--- config.mk ---
export PLATFORM = sky130hd
export DESIGN_NAME = hazard_scoreboard_ctrl
export DESIGN_NICKNAME = d
export VERILOG_FILES = /design/src/rtl/hazard_scoreboard_ctrl.sv
export SDC_FILE = /design/constraint.sdc
export NUM_CORES = 1
export LEC_CHECK = 0
export ABC_AREA = 1
export ABC_CLOCK_PERIOD_IN_PS = 3140
export BUFFER_PORTS_ARGS = -buffer_cell sky130_fd_sc_hd__buf_2
export CAP_MARGIN = 20
export CORE_MARGIN = 2
export CORE_UTILIZATION = 50
export DETAILED_ROUTE_END_ITERATION = 16
export PLACE_DENSITY = 0.75
export SETUP_SLACK_MARGIN = 0.15
export SYNTH_ARGS = -nofsm -noshare
export SYNTH_HDL_FRONTEND = slang
export SYNTH_SLANG_ARGS = --single-unit
export TNS_END_PERCENT = 1
--- constraint.sdc ---
create_clock -name clk -period 3.14 [get_ports clk]
set_input_delay 0.628 -clock clk [delete_from_list [all_inputs] [get_ports clk]]
set_output_delay 0.628 -clock clk [all_outputs]
set_load 0.05 [all_outputs]
--- src/rtl/hazard_scoreboard_ctrl.sv ---
// ID-stage sequencing controller: a per-register scoreboard of in-flight loads drives
// stall/flush controls for RAW hazards, EX redirects and data-memory freezes.
module hazard_scoreboard_ctrl #(
  parameter int MAX_OUTSTANDING = 4,
  parameter int CNT_WIDTH       = 32
) (
  input  logic                 clk,
  input  logic                 rst,
  input  logic                 valid_ID,
  input  logic [4:0]           rs1_ID,
  input  logic [4:0]           rs2_ID,
  input  logic                 use_rs1_ID,
  input  logic                 use_rs2_ID,
  input  logic [4:0]           rd_ID,
  input  logic                 reg_write_ID,
  input  logic                 is_load_ID,
  input  logic                 redirect_EX,
  input  logic                 mem_busy,
  input  logic                 wb_valid,
  input  logic [4:0]           wb_rd,
  output logic                 stall_IF,
  output logic                 stall_ID,
  output logic                 stall_EX,
  output logic                 flush_IF_ID,
  output logic                 flush_ID_EX,
  output logic [31:0]          pending_o,
  output logic [CNT_WIDTH-1:0] stall_cycles_o,
  output logic [1:0]           state_o
);

  typedef enum logic [1:0] {
    ST_RUN    = 2'd0,
    ST_HAZ    = 2'd1,
    ST_FREEZE = 2'd2,
    ST_REDIR  = 2'd3
  } state_t;

  logic [31:0]          pending_q, pending_d;
  logic [4:0]           outstanding_q, outstanding_d;
  logic [CNT_WIDTH-1:0] stall_cnt_q, stall_cnt_d;
  state_t               state_q, state_d;

  logic hit1, hit2, raw, full;
  logic freeze_c, redir_c, hold_c, issue_c, set_c, dec_c;

  // A write-back landing this cycle already satisfies the reader, so it does not count as a hit.
  assign hit1 = use_rs1_ID && (rs1_ID != 5'd0) && pending_q[rs1_ID] &&
                !(wb_valid && (wb_rd == rs1_ID));
  assign hit2 = use_rs2_ID && (rs2_ID != 5'd0) && pending_q[rs2_ID] &&
                !(wb_valid && (wb_rd == rs2_ID));
  assign raw  = valid_ID && (hit1 || hit2);
  assign full = valid_ID && is_load_ID && reg_write_ID &&
                (outstanding_q == 5'(MAX_OUTSTANDING)) && !wb_valid;

  assign freeze_c = mem_busy;
  assign redir_c  = !mem_busy && redirect_EX;
  assign hold_c   = !mem_busy && !redirect_EX && (raw || full);
  assign issue_c  = !mem_busy && !redirect_EX && !(raw || full) && valid_ID;
  assign set_c    = issue_c && is_load_ID && reg_write_ID && (rd_ID != 5'd0);
  assign dec_c    = wb_valid && (wb_rd != 5'd0) && (outstanding_q != 5'd0);

  // Controls are held low while reset is asserted regardless of the inputs.
  assign stall_IF    = !rst && (freeze_c || hold_c);
  assign stall_ID    = !rst && (freeze_c || hold_c);
  assign stall_EX    = !rst && freeze_c;
  assign flush_IF_ID = !rst && redir_c;
  assign flush_ID_EX = !rst && (redir_c || hold_c);

  assign pending_o      = pending_q;
  assign stall_cycles_o = stall_cnt_q;
  assign state_o        = state_q;

  always_comb begin
    pending_d = pending_q;
    if (wb_valid && (wb_rd != 5'd0)) pending_d[wb_rd] = 1'b0;
    // Set after clear: a newer load to the same register keeps it pending.
    if (set_c) pending_d[rd_ID] = 1'b1;
    pending_d[0] = 1'b0;

    outstanding_d = outstanding_q;
    if (set_c && !dec_c)      outstanding_d = outstanding_q + 5'd1;
    else if (!set_c && dec_c) outstanding_d = outstanding_q - 5'd1;

    stall_cnt_d = stall_cnt_q;
    if (stall_ID && (stall_cnt_q != {CNT_WIDTH{1'b1}}))
      stall_cnt_d = stall_cnt_q + {{(CNT_WIDTH-1){1'b0}}, 1'b1};

    state_d = ST_RUN;
    if (freeze_c)     state_d = ST_FREEZE;
    else if (redir_c) state_d = ST_REDIR;
    else if (hold_c)  state_d = ST_HAZ;
  end

  always_ff @(posedge clk) begin
    if (rst) begin
      pending_q     <= 32'd0;
      outstanding_q <= 5'd0;
      stall_cnt_q   <= {CNT_WIDTH{1'b0}};
      state_q       <= ST_RUN;
    end else begin
      pending_q     <= pending_d;
      outstanding_q <= outstanding_d;
      stall_cnt_q   <= stall_cnt_d;
      state_q       <= state_d;
    end
  end

endmodule

==> out/metrics.csv <==
stage;metric;value;unit
status;status;completed;
logic_synthesis;synth_area_leader_cell;dfxtp_1;
die;die_y;101;um
flow_run;max_cap_violations;0;
sta;setup_slack;293;ps
route;final_antenna_net_count;0;
critical_path;critPathMaxStageDelay;180;ps
layout;finalInstanceArea;5870;sq um
layout;n_antenna_cell;0;
logic_synthesis;yosysMostFrequentCell;nand2_1;
logic_synthesis;avgSynthCellArea;6.15;sq um
logic_synthesis;synth_top_area_share;29.6;%
grt;antenna_found_initial;0;
die;die_area;10300;sq um
route;wl;15200;um
logic_synthesis;seq_area_frac_synth;29.6;%
hold_path;worstHoldStart;outstanding_q[4]$_SDFFE_PP0P_;
critical_path;slowest_stage;buf_6;
logic_synthesis;syn_nets;806;
clocking;cts_tree;yes;
logic_synthesis;ys_async_sr_fraction;0;%
die;chipWidth;101;um
critical_path;cpMostUsedCell;nand3_1;
sta;holdWs;511;ps
grt;grt_max_degree;46;
route;drt-initial-drc-count;436;
die;io_pins;101;
placed_design;post-dp-hpwl;11600;um
logic_synthesis;yosys_warnings;0;
logic_synthesis;ys_top_cells_by_area;dfxtp_1, nand2_1, nand3_1;
critical_path;endpoint_kind;primary output;
layout;fin_util;63.8;%
clocking;root_buffer;clkbuf_8;
critical_path;cp.required;2510;ps
logic_synthesis;ys_types;36;
pwr;p_total;2.34;mW
clocking;cts.sink_count;70;
critical_path;rrSetupSlack;400;ps
route;wire_per_inst;15.2;um
critical_path;worstReg2RegStart;pending_o[24]$_SDFF_PP0_;
critical_path;critPathLaunchType;input port;
placed_design;gp_congestion;0.948;
route;via_count;5544;
logic_synthesis;synthTopCellsByCount;nand2_1, nand3_1, nor2_1;
hold_path;min_path_type;flop to flop;
pwr;irDropWorstVdd;0.367;mV
die;rows;35;
sta;setup-tns-final;0;ps
sta;setup_viol;0;
sta;rsz0062_at_grt;false;
layout;drive_above_1_share;20.9;%
logic_synthesis;synth_seq_cells;70;
layout;fin_cells;1002;
layout;nets;923;
logic_synthesis;synth_flop_cell;dfxtp_1;
clocking;htree_levels;3;
die;coreArea;9200;sq um
placed_design;placed_area;5520;sq um
critical_path;critPathKind;input port to primary output;
route;first_pass_iters;6;
grt;track_usage;30.1;%
placed_design;port_buffers;99;
logic_synthesis;netlist_instances;770;
hold_path;worstHoldEndpoint;outstanding_q[4]$_SDFFE_PP0P_;
sta;timing.final.crit_share;90.7;%
pwr;p_leak;2.49;nW
critical_path;arrival;2220;ps
sta;hold_viol;0;
clocking;clkTransAtPathRegs;80;ps
critical_path;r2r-end;outstanding_q[4]$_SDFFE_PP0P_;
sta;timing_max_transition_violations_final;0;
clocking;clk_latency;350;ps
route;via_per_inst;5.53;
grt;grt_pass1_wl;24900;um
grt;grt_overflow;0;
clocking;cts_hold_buffers;0;
clocking;clk_path_buf_depth;2;
placed_design;dp_slack;-176;ps
hold_path;min_path_cells;2;
sta;fmax;351;MHz
logic_synthesis;synth-edff-count;0;
critical_path;cp_max_fo;28;
sta;layout_min_cycle_time;2850;ps
logic_synthesis;syn_area;4730;sq um
sta;fin_skew;13.7;ps
grt;grt_pass1_vias;4980;
placed_design;dpl.cell_count;986;
clocking;cts-buffers-inserted;9;
critical_path;cp_cell_sequence;buf_6 -> inv_2 -> buf_4 -> nand2_1 -> nand3_1 -> nand3_1 -> nand3_1 -> nand2_1 -> nand3_1 -> nand2_2 -> nand2_1 -> nand2_2 -> buf_4 -> nand2_2 -> nand2_4 -> buf_8;
route;post-route-drc-count;0;
die;initial_core_util;51.5;%
critical_path;reg2reg_depth;20;
layout;synthToLayoutAreaGrowth;23.9;%
pwr;power_density;398;nW/um^2
[registers in the layout (all words and copies together) (netlist names)]
signal / cells
pending_o: 31
stall_cycles_o: 32
state_o: 2
outstanding_q: 5
[logic make-up after synthesis]
group	Yosys count	synth area share [%]
xor+xnor	30	5.55
other cells	1	0.0792
fa+ha+maj	6	1.74
buf+inv	113	10.1
flops	70	29.6
simple gates	416	38.0
compound gates	134	14.9
[metal layers]
metal	track usage, %	up-vias	wire [um]	share of wire (%)
li1	-	2756	-	-
met1	45.9	2504	7340	48
met2	44.1	263	6430	42
met3	6.00	21	1280	8.4
met4	5.51	0	184	1.2
met5	0	-	0	0
[layout make-up]
| type | instances | area, sq um |
|---|---|---|
| clock buffer | 10 | 138 |
| clock inverter | 5 | 83.8 |
| fill | 897 | 3330 |
| inverter | 78 | 299 |
| multi-input combinational | 587 | 2930 |
| sequential | 70 | 1400 |
| tap | 111 | 139 |
| timing repair buffer | 141 | 872 |
[worst max-delay path: cells and delay by family]
kind,cells,cell delay (ps)
simple gates,11,900
buf+inv,5,680
[how the worst max path moves through the flow]
stage | start | end | slack (ps)
floorplan | wb_rd[3] | outstanding_q[4]$_SDFFE_PP0P_ | 10
detailed placement | rs2_ID[0] | outstanding_q[4]$_SDFFE_PP0P_ | -180
global route | rs2_ID[1] | outstanding_q[4]$_SDFFE_PP0P_ | 140
global placement | rs2_ID[0] | outstanding_q[4]$_SDFFE_PP0P_ | -130
CTS | rs1_ID[0] | stall_IF | 120
finish | rs2_ID[0] | stall_IF | 290
[what timing repair did]
item                                   in CTS  in global routing
setup endpoints to repair                   3                  5
gates resized for setup                     3                 34
endpoints found under the hold margin       0                  0
pin swaps                                   0                  4
buffers inserted                            0                  1
[power breakdown]
group | internal (mW) | total (mW) | switching (mW)
logic | 0.241 | 0.569 | 0.328
registers | 0.921 | 0.950 | 0.0281
clock network | 0.466 | 0.818 | 0.352
[cell usage in the layout (no fill, tap or decap), types with 5 or more instances in the layout]
cell / n
xnor2_1: 7
buf_4: 41
dfxtp_1: 70
nor2_1: 89
clkbuf_8: 10
nand2_2: 5
o211ai_1: 8
xor2_1: 23
nand2_1: 180
a21oi_1: 71
buf_2: 93
nand4_1: 10
nand3_1: 91
o21ai_0: 43
nor3_1: 14
inv_1: 71
nor4_1: 9
Note: power is estimated with default switching activity, not from simulation.
